### config.mk
export PLATFORM = sky130hd
export DESIGN_NAME = dmi_req_arbiter
export DESIGN_NICKNAME = d
export VERILOG_FILES = /design/src/rtl/dm_pkg.sv /design/src/rtl/dmi_arb_tag_fifo.sv /design/src/rtl/dmi_req_arbiter.sv
export SDC_FILE = /design/constraint.sdc
export NUM_CORES = 1
export LEC_CHECK = 0
export CORE_AREA = 2 2 93 95
export DETAILED_ROUTE_END_ITERATION = 7
export DIE_AREA = 0 0 95 97
export GPL_ROUTABILITY_DRIVEN = 0
export PLACE_DENSITY = 0.77
export SYNTH_ARGS = -nofsm -noshare
export SYNTH_HDL_FRONTEND = slang
export SYNTH_SLANG_ARGS = --single-unit
### constraint.sdc
create_clock -name tck_i -period 8 [get_ports tck_i]
set_clock_uncertainty 0.15 [all_clocks]
set_input_delay 2.4 -clock tck_i [delete_from_list [all_inputs] [get_ports tck_i]]
set_output_delay 2.4 -clock tck_i [all_outputs]
set_load 0.02 [all_outputs]
### src/rtl/dm_pkg.sv
// Debug-module shared types: the DMI request/response payloads exchanged
// between the DTM, its requesters and the DMI clock-domain crossing.
package dm;

    typedef enum logic [1:0] {
        DTM_NOP   = 2'h0,
        DTM_READ  = 2'h1,
        DTM_WRITE = 2'h2
    } dtm_op_e;

    typedef struct packed {
        logic [6:0]  addr;
        dtm_op_e     op;
        logic [31:0] data;
    } dmi_req_t;

    typedef struct packed {
        logic [31:0] data;
        logic [1:0]  resp;
    } dmi_resp_t;

endpackage

### src/rtl/dmi_arb_tag_fifo.sv
// In-order FIFO of requester tags, one entry per accepted-but-unanswered
// DMI request. Push is ignored when full, pop is ignored when empty.
module dmi_arb_tag_fifo #(
    parameter int unsigned Depth = 2,
    parameter int unsigned Width = 1
) (
    input  logic             tck_i,
    input  logic             trst_ni,
    input  logic             push_i,
    input  logic [Width-1:0] data_i,
    input  logic             pop_i,
    output logic             full_o,
    output logic             empty_o,
    output logic [Width-1:0] head_o
);

    localparam int unsigned PtrW = (Depth > 1) ? $clog2(Depth) : 1;
    localparam int unsigned CntW = $clog2(Depth + 1);

    logic [Width-1:0] mem_q [Depth];
    logic [PtrW-1:0]  wr_ptr_q, wr_ptr_d;
    logic [PtrW-1:0]  rd_ptr_q, rd_ptr_d;
    logic [CntW-1:0]  count_q, count_d;
    logic             do_push, do_pop;

    function automatic logic [PtrW-1:0] ptr_inc(input logic [PtrW-1:0] p);
        return (p == PtrW'(Depth - 1)) ? '0 : p + PtrW'(1);
    endfunction

    assign full_o  = (count_q == CntW'(Depth));
    assign empty_o = (count_q == '0);
    assign head_o  = mem_q[rd_ptr_q];
    assign do_push = push_i && !full_o;
    assign do_pop  = pop_i && !empty_o;

    always_comb begin
        wr_ptr_d = do_push ? ptr_inc(wr_ptr_q) : wr_ptr_q;
        rd_ptr_d = do_pop  ? ptr_inc(rd_ptr_q) : rd_ptr_q;
        count_d  = count_q;
        case ({do_push, do_pop})
            2'b10:   count_d = count_q + CntW'(1);
            2'b01:   count_d = count_q - CntW'(1);
            default: count_d = count_q;
        endcase
    end

    // NOTE: sequential state uses non-blocking assignments so every register
    // samples the pre-edge values, independent of block ordering.
    always_ff @(posedge tck_i or negedge trst_ni) begin
        if (!trst_ni) begin
            wr_ptr_q <= '0;
            rd_ptr_q <= '0;
            count_q  <= '0;
        end else begin
            wr_ptr_q <= wr_ptr_d;
            rd_ptr_q <= rd_ptr_d;
            count_q  <= count_d;
        end
    end

    // NOTE: storage is deliberately not reset; an entry is only read while
    // count_q says it holds a pushed tag, so reset would only cost flops.
    always_ff @(posedge tck_i) begin
        if (do_push) mem_q[wr_ptr_q] <= data_i;
    end

endmodule

### src/rtl/dmi_req_arbiter.sv
// Round-robin arbiter sharing one DMI request/response channel between two
// TCK-domain requesters; responses are routed back via an in-order tag FIFO.
module dmi_req_arbiter #(
    parameter int unsigned NumOutstanding = 2
) (
    input  logic         tck_i,
    input  logic         trst_ni,
    input  dm::dmi_req_t req0_i,
    input  logic         req0_valid_i,
    output logic         req0_ready_o,
    input  dm::dmi_req_t req1_i,
    input  logic         req1_valid_i,
    output logic         req1_ready_o,
    output dm::dmi_resp_t resp0_o,
    output logic         resp0_valid_o,
    input  logic         resp0_ready_i,
    output dm::dmi_resp_t resp1_o,
    output logic         resp1_valid_o,
    input  logic         resp1_ready_i,
    output dm::dmi_req_t dmi_req_o,
    output logic         dmi_req_valid_o,
    input  logic         dmi_req_ready_i,
    input  dm::dmi_resp_t dmi_resp_i,
    input  logic         dmi_resp_valid_i,
    output logic         dmi_resp_ready_o,
    output logic         busy_o,
    output logic         resp_drop_o
);

    logic prio_q, prio_d;
    logic lock_q, lock_d;
    logic lock_id_q, lock_id_d;
    logic resp_drop_q;
    logic grant, grant_valid, accept;
    logic full, empty, head, pop;

    // A held grant keeps dmi_req_o stable while downstream back-pressures.
    always_comb begin
        if (lock_q)                             grant = lock_id_q;
        else if (req0_valid_i && req1_valid_i)  grant = prio_q;
        else                                    grant = req1_valid_i;
    end

    assign grant_valid     = grant ? req1_valid_i : req0_valid_i;
    assign dmi_req_o       = grant ? req1_i : req0_i;
    assign dmi_req_valid_o = grant_valid && !full;
    assign req0_ready_o    = !grant && dmi_req_ready_i && !full;
    assign req1_ready_o    =  grant && dmi_req_ready_i && !full;
    assign accept          = dmi_req_valid_o && dmi_req_ready_i;

    always_comb begin
        prio_d    = prio_q;
        lock_d    = lock_q;
        lock_id_d = lock_id_q;
        if (accept) begin
            prio_d = ~grant;
            lock_d = 1'b0;
        end else if (grant_valid) begin
            lock_d    = 1'b1;
            lock_id_d = grant;
        end else begin
            lock_d = 1'b0;
        end
    end

    always_ff @(posedge tck_i or negedge trst_ni) begin
        if (!trst_ni) begin
            prio_q      <= 1'b0;
            lock_q      <= 1'b0;
            lock_id_q   <= 1'b0;
            resp_drop_q <= 1'b0;
        end else begin
            prio_q      <= prio_d;
            lock_q      <= lock_d;
            lock_id_q   <= lock_id_d;
            resp_drop_q <= dmi_resp_valid_i && empty;
        end
    end

    dmi_arb_tag_fifo #(
        .Depth (NumOutstanding),
        .Width (1)
    ) i_tag_fifo (
        .tck_i   (tck_i),
        .trst_ni (trst_ni),
        .push_i  (accept),
        .data_i  (grant),
        .pop_i   (pop),
        .full_o  (full),
        .empty_o (empty),
        .head_o  (head)
    );

    // With nothing outstanding, responses are sunk so the CDC never stalls.
    assign dmi_resp_ready_o = empty || (head ? resp1_ready_i : resp0_ready_i);
    assign resp0_valid_o    = dmi_resp_valid_i && !empty && !head;
    assign resp1_valid_o    = dmi_resp_valid_i && !empty &&  head;
    assign resp0_o          = dmi_resp_i;
    assign resp1_o          = dmi_resp_i;
    assign pop              = dmi_resp_valid_i && !empty && dmi_resp_ready_o;
    assign busy_o           = !empty;
    assign resp_drop_o      = resp_drop_q;

endmodule

# Word level (Yosys, flattened, before mapping)
# Memory sizes are Yosys's and may differ from the RTL's.
# Index checks and enable logic that the tools add are counted.
[word_totals] n_memories=1 reg_bits=8 in_bits=124 mem_bits_rw=2
[op_classes] n_reduce_logical=22 eq_ne=3 n_addsub=4 muxes=12 bitwise=2
[memory_table] memory="i_tag_fifo.mem_q" words=2 word_bits=1 rd=1 rd_clocked_by_memory_dff=0 wr=1 line="dmi_arb_tag_fifo.sv:20" rtl="logic [Width-1:0] mem_q [Depth];"
[op_table] cell="41-bit 2-to-1 mux" n=1
[op_table] cell="1-bit logical AND" n=14
[op_table] cell="1-bit 2-to-1 mux" n=10
[op_table] cell="2-bit == test (second input constant)" n=2
[op_table] cell="1-bit logical NOT" n=4
[op_table] cell="2-bit case mux with 2 select lines" n=1
[op_table] cell="1-bit adder (second input constant)" n=2
[op_table] cell="2-bit by 1-bit adder with 2-bit output (second input constant)" n=1
[op_table] cell="2-bit by 1-bit == test with 1-bit output (second input constant)" n=1
[op_table] cell="2-bit logical NOT" n=1
[op_table] cell="1-bit inverter" n=2
[op_table] cell="2-bit AND reduction" n=1
[op_table] cell="2-bit nonzero test" n=1
[op_table] cell="2-bit by 1-bit subtractor with 2-bit output (second input constant)" n=1
[op_table] cell="1-bit logical OR" n=1

# Longest topological paths before layout
# Gate-level depths: netlist of run 1.
[depth] word_depth=9 depth_mapped=7 depth_no_buf=7

# Hierarchy
# A second synthesis of run 1 with hierarchy kept.
[hier_totals] hier_cells=168 area_unflattened_um2=1562.7
[modules_own_cells] module="dmi_req_arbiter" cells_each=147 instances=1 area_each_um2=1295.0 seq_area_each_um2=100.1
[modules_own_cells] module="dmi_arb_tag_fifo" cells_each=21 instances=1 area_each_um2=267.8 seq_area_each_um2=160.2

# Worst setup path before layout of run 1
# OpenSTA, ideal clock, no wires.
[synth_timing] kind="input -> output" startpoint="in req0_valid_i" endpoint="out dmi_req_o[5] in the netlist's numbering" path_stages=4 t_arrival_ns=3.541 required_ns=5.450 slack_ns=1.909 cell_sequence="nor2b_1 -> o31ai_4 -> buf_6 -> mux2_1"
[synth_lines] element="start, declared" line="dmi_req_arbiter.sv:9" rtl="input logic req0_valid_i,"
[synth_lines] element="end, declared" line="dmi_req_arbiter.sv:20" rtl="output dm::dmi_req_t dmi_req_o,"

==> impl_results.md, run 1 <==
* Hold crit path type: reg -> reg
* Vias at 1355
* Post-synthesis cell count at 166
* YS warnings at 0
* Top FF cell, synth: dfrtp_1
* Setup ws final at between 0.8 and 0.9 ns
* Share of layout cells above drive strength 1 at around a fifth
* First-pass DRT Iterations at 4
* Die H at just under 100 um
* Share of the synthesized area in the top cell type at between 30 and 40%
* Buffer count from post-CTS setup fixing at 0
* Max FO, Critical Path at 32
* Critical path capture point type: primary output
* Slew headroom at 66.1%
* Max Slew Vio Count at 0
* Max-Cap Viols at 0
* Clock slew at reported path FFs at 0.04 ns
* Residual DRC at 0
* Die X at between 90 and 100 um
* P&R area growth vs syn at 64.1%
* Antenna Cells at 0
* Initial antenna violation count at 0
* Seq/Total Area, Yosys at approximately 16%
* Worst vdd ir at 0.000143 V
* Clock Latency Late Sink at 0.23 ns
* WL per Instance at approximately 15 um
* First-pass GRT wire length at between 7000 and 8000 um
* Hpwl dp at 4500 um
* Arrival time worst endpoint at around 4.6 ns
* Hold Fails Final Rpt at 0
* Final Net Count at around 360
* Number of flops mapped to enable cells by yosys at 2
* Most frequent cell after synthesis: buf_4
* Die Area at roughly 9200 sq um
* Fin crit share at ~90%
* WHS at ~0.33 ns
* Post-synth top cells: buf_4 (68), mux2_2 (42), dfrtp_1 (8)
* Clock Path Buffers at 2
* Vias per cell at 3.95
* Remaining Overflow, GRT at 0
* Final setup violating endpoints at 0
* Worst-Margin Slew at 0.508 ns
* Unrepaired setup endpoints after global routing: false
* Clock sink total at 10
* Cell Area, Synth at 1590 sq um
* P per Cell Area at between 200 and 250 nW/um^2
* Post-cts hold buffer count at 0
* Fin crit period at 7.14 ns
* WL final at between 5000 and 6000 um
* Iter 0 DRT Violations at 16
* Area leader, netlist: buf_4
* IO buf count at between 100 and 150
* Mean Syn Cell Area at between 9 and 10 sq um
* Fmax at around 0.14 GHz
* CTS tree: built
* Startpoint type of the worst setup path: input port
* Cts bufs inserted at 3
* IO Count at 241
* Setup TNS at 0 ns
* Vias in the first global route at 1399
* Largest cells by area after synthesis: buf_4 (32%), mux2_2 (30%), dfrtp_1 (13%)
* Antenna Nets Post-Route at 0
* Cts repair resizes at 0
* Row count at 33
* Gr usage total at roughly a tenth
* Status: complete, no violations
* Initial Util at 19.5%
* Async SR Flop Fraction at approximately 80%
* Clk root buf: clkbuf_8
* H-Tree Depth at 1
* Pre-CTS setup slack at between 0.8 and 0.9 ns
* LEAKAGE at around 1 nW
* Unique masters post-synth at 26
* Critical path data required time at between 5 and 6 ns
* Setup CP Type: in -> out
* Yosys reg bits at 10
* Pin count of the biggest net entering global routing at 33
* Core Footprint at roughly 8100 sq um
* Syn Nets at about 290
-- cell type report --
cell class / count / area, sq um
clock buffer: 3 / 41.3
clock inverter: 1 / 3.75
fill: 826 / 5530
inverter: 4 / 15.0
multi-input combinational: 80 / 756
sequential: 10 / 260
tap: 105 / 131
timing repair buffer: 140 / 1400
-- through the flow --
step,area [sq um],utilization (%),power (mW),cells
detailed placement,2560,31.5,0.573,339
floorplan,1590,-,0.423,166
global placement,2560,31.5,0.565,339
global route,2600,32.0,0.658,343
CTS,2600,32.0,0.629,343
finish,2600,32.0,0.619,343
-- state kept, by name, indices dropped and copies added (netlist names) --
| register | cells |
|---|---|
| prio_q | 1 |
| lock_id_q | 1 |
| lock_q | 1 |
| i_tag_fifo.wr_ptr_q | 1 |
| i_tag_fifo.rd_ptr_q | 1 |
| i_tag_fifo.count_q | 2 |
| resp_drop_o | 1 |
| i_tag_fifo.mem_q | 2 |
-- cells by family (layout without fill, tap and decap cells) --
family          after synthesis  in the layout  share of synthesized area [%]
mux                          48             48                           33.7
fa+ha+maj                     1              1                          0.789
flops                        10             10                           16.4
xor+xnor                      4              4                           2.21
simple gates                 17             17                           5.52
compound gates               10             10                           5.44
buf+inv                      76            148                           36.0
-- metal layers --
metal	track usage, %	part of all wire (%)	vias up
li1	-	-	640
met1	10.6	34	608
met4	3.01	0.98	0
met3	6.39	16	8
met2	16.6	49	99
met5	0	0	-
-- placed cells by master (no fill, tap or decap), types with 2 or more instances in the layout --
cell type / instances
clkdlybuf4s50_1: 138
mux2_2: 42
dfrtp_1: 8
mux2i_1: 5
nor2_1: 5
inv_1: 4
nor2b_1: 3
clkbuf_8: 3
nand2_1: 2
o21ai_0: 2
and3_1: 2
a21oi_1: 2
and2_1: 2
o31ai_1: 2
xnor2_1: 2
xor2_1: 2
edfxtp_1: 2
buf_4: 2
-- path summary, 6_finish.rpt --
path / to / cells after the start / slack (ns) / from
min in group asynchronous: i_tag_fifo.rd_ptr_q / 1 / 2.30 / trst_ni
worst min register to register: i_tag_fifo.wr_ptr_q / 1 / 0.33 / i_tag_fifo.wr_ptr_q
max in group asynchronous: prio_q / 1 / 5.14 / trst_ni
worst max-delay path: dmi_req_o[32] / 6 / 0.86 / req0_valid_i
worst min-delay path: i_tag_fifo.wr_ptr_q / 1 / 0.33 / i_tag_fifo.wr_ptr_q
worst max register to register: i_tag_fifo.count_q[1] / 6 / 5.94 / lock_id_q
-- worst max-delay path, cell delays in order --
cell and delay (ns):
clkdlybuf4s50_1 0.45, nor2b_1 0.18, o31ai_4 0.18, buf_4 0.39
mux2_2 0.39, clkdlybuf4s50_1 0.58
-- power by group --
group / switching [mW] / internal [mW]
clock network: 0.0185 / 0.0335
registers: 0.0235 / 0.0749
logic: 0.209 / 0.259
(Power assumes the default switching activity.)
==> inputs of run 2 (changes only) <==
Settings changed: PLACE_DENSITY 0.77 to not set, PLACE_DENSITY_LB_ADDON set to 0.3.
==> run 2 against run 1 <==
Net effect:
- sequential power fell by 0.8%
- setup slack got worse by 0.031 ns
- critical endpoint is now dmi_req_o[25]
- wire length shrank 5.2%
- largest power group unchanged
- die area did not move
- utilization unchanged
- critical path depth stayed put
- via count about the same
- hold slack improved by 0.0047 ns
- global-route usage is 0.61 points lower
==> impl_results.md, run 2 (synthesis gave the netlist of run 1 again) <==
* Switch Pwr at 0.247 mW (-1.6%)
* Combinational Power Share at 75.6% (about the same)
* Initial Util at 19.5% (unchanged)
* WL final at 4820 um (-5.2%)
* Vias per cell at 3.95 (about the same)
* IO Count at 241 (unchanged)
* Final Net Count at 364 (unchanged)
* IO buf count at 138 (unchanged)
* Pin count of the biggest net entering global routing at 34 (+3.0%)
* Status: complete, no violations
* CTS tree: built
* Unrepaired setup endpoints after global routing: false
* R2R cell count at 6 (unchanged)
* Fmax at 0.140 GHz (-0.43%)
* Remaining Overflow, GRT at 0 (unchanged)
* Bufs and invs on worst path at 3 (unchanged)
* Pre-CTS setup slack at 0.800 ns (-0.0479 ns)
* Kind of cell adding the most delay to the critical path: buffers and inverters
* Initial antenna violation count at 0 (unchanged)
* Residual DRC at 0 (unchanged)
* Clock network power share at 8.5% (about the same)
* Fin crit period at 7.17 ns (+0.0310 ns)
* Commonest non-fill, non-tap cell in the layout: clkdlybuf4s50_1
* Row count at 33 (unchanged)
* WHS at 0.334 ns (+0.00469 ns)
* Worst-Margin Slew at 0.493 ns (-0.0148 ns)
* Die H at 97 um (unchanged)
* H-Tree Depth at 1 (unchanged)
* P&R area growth vs syn at 64.1% (unchanged)
* Max-Cap Viols at 0 (unchanged)
* Vias at 1354 (-0.074%)
* Fill cells at 853 (+3.3%)
* Hold Fails Final Rpt at 0 (unchanged)
* Buffer count from post-CTS setup fixing at 0 (unchanged)
* Die X at 95 um (unchanged)
* Worst-path cell chain: clkdlybuf4s50_1, nor2b_1, o31ai_4, buf_4, mux2_2, clkdlybuf4s50_1
* Max Slew Vio Count at 0 (unchanged)
* Hpwl dp at 4120 um (-8.5%)
* Sequential cell area at 260 sq um (unchanged)
* Share of layout cells above drive strength 1 at 21.0% (unchanged)
* Largest registers in the final layout: i_tag_fifo.count_q (2), i_tag_fifo.mem_q (2)
* Area of the multi-input gates at 756 sq um (unchanged)
* Most frequent cells in the layout: clkdlybuf4s50_1 (138), mux2_2 (42), dfrtp_1 (8)
* Gr usage total at 9.51% (-0.61 points)
* Worst path depth at 6 (unchanged)
* CP peak stage delay at 0.54 ns (-0.04 ns)
* Antenna Nets Post-Route at 0 (unchanged)
* Slew headroom at 67.0% (+0.99 points)
* Arrival time worst endpoint at 4.62 ns (+0.03 ns)
* Sw frac at 40.1% (-0.46 points)
* Setup ws final at 0.832 ns (-0.0310 ns)
* Cts repair resizes at 0 (unchanged)
* Critical path data required time at 5.45 ns (about the same)
* Clock Latency Late Sink at 0.23 ns (about the same)
* P per Cell Area at 237 nW/um^2 (-0.44%)
* Antenna Cells at 0 (unchanged)
* Setup CP Type: in -> out
* Iter 0 DRT Violations at 19 (+3)
* Setup TNS at 0 ns (unchanged)
* Post-cts hold buffer count at 0 (unchanged)
* Die Area at 9220 sq um (unchanged)
* Clk root buf: clkbuf_8
* Critical path capture point type: primary output
* Cells after DPL at 339 (unchanged)
* Worst vdd ir at 0.000119 V (-16%)
* LEAKAGE at 0.980 nW (about the same)
* Clock sink total at 10 (unchanged)
* Cts bufs inserted at 3 (unchanged)
* WL per Instance at 14.0 um (-5.2%)
* Cell Int Power at 0.369 mW (+0.34%)
* CP max stage cell: clkdlybuf4s50_1
* Max FO, Critical Path at 33 (+3.1%)
* Min-Delay Path Depth at 1 (unchanged)
* Clock slew at reported path FFs at 0.04 ns (about the same)
* Hold crit path type: reg -> reg
* Register share of total power at 15.8% (about the same)
* Core Footprint at 8130 sq um (unchanged)
* Clock Path Buffers at 2 (unchanged)
* Final setup violating endpoints at 0 (unchanged)
* First-pass GRT wire length at 7000 um (-5.2%)
* Non-Filler Instances at 343 (unchanged)
* Vias in the first global route at 1377 (-1.6%)
* R2R setup slack at 5.94 ns (about the same)
* First-pass DRT Iterations at 4 (unchanged)
* CP most frequent cell: clkdlybuf4s50_1
* Fin crit share at 89.6% (+0.39 points)
* Startpoint type of the worst setup path: input port
[run 2: changes by cell type in the layout (fill, tap and decap cells not counted)]
cell      before  now
clkinv_1       1    0
clkbuf_1       0    1
[run 2: routing by layer]
layer,part of all wire (%),vias up,GRT usage (%)
li1,-,638,-
met1,35,612,9.60
met2,50,92,17.0
met3,14,12,4.60
met4,1.3,0,2.79
met5,0,-,0
[run 2: path summary, 6_finish.rpt]
check	endpoint	from
min reg2reg	i_tag_fifo.wr_ptr_q	i_tag_fifo.wr_ptr_q
min	i_tag_fifo.wr_ptr_q	i_tag_fifo.wr_ptr_q
max reg2reg	i_tag_fifo.count_q[1]	lock_id_q
min in group asynchronous	i_tag_fifo.count_q[1]	trst_ni
max	dmi_req_o[25]	req0_valid_i
max in group asynchronous	prio_q	trst_ni
[run 2: metrics by stage]
step | power, mW | cell area, sq um | utilization [%]
after floorplan | 0.423 | 1590 | -
after global placement | 0.569 | 2560 | 31.5
after detailed placement | 0.571 | 2560 | 31.5
after CTS | 0.627 | 2600 | 32.0
after global routing | 0.656 | 2600 | 32.0
final | 0.616 | 2600 | 32.0
[run 2: area by class of cell]
| cell class | count | area share (%) |
|---|---|---|
| timing repair buffer | 140 | 53.6 |
| multi-input combinational | 80 | 29.0 |
| sequential | 10 | 10.0 |
| tap | 105 | 5.05 |
| clock buffer | 4 | 1.73 |
| inverter | 4 | 0.577 |
[run 2: power groups by stage]
stage                     combinational, mW  clock, mW  sequential, mW
after global placement                0.470          0          0.0986
after CTS                             0.474     0.0543          0.0984
after detailed placement              0.472          0          0.0992
after floorplan                       0.328          0          0.0950
after global routing                  0.498     0.0571           0.101
final                                 0.466     0.0526          0.0976
[run 2: worst register-to-register path: cells and delay by family (launching register included)]
family,cells,cell delay [ns]
xor+xnor,1,0.14
simple gates,1,0.14
mux,1,0.18
buf+inv,1,0.10
compound gates,1,0.56
flops,1,0.41
fa+ha+maj,1,0.31
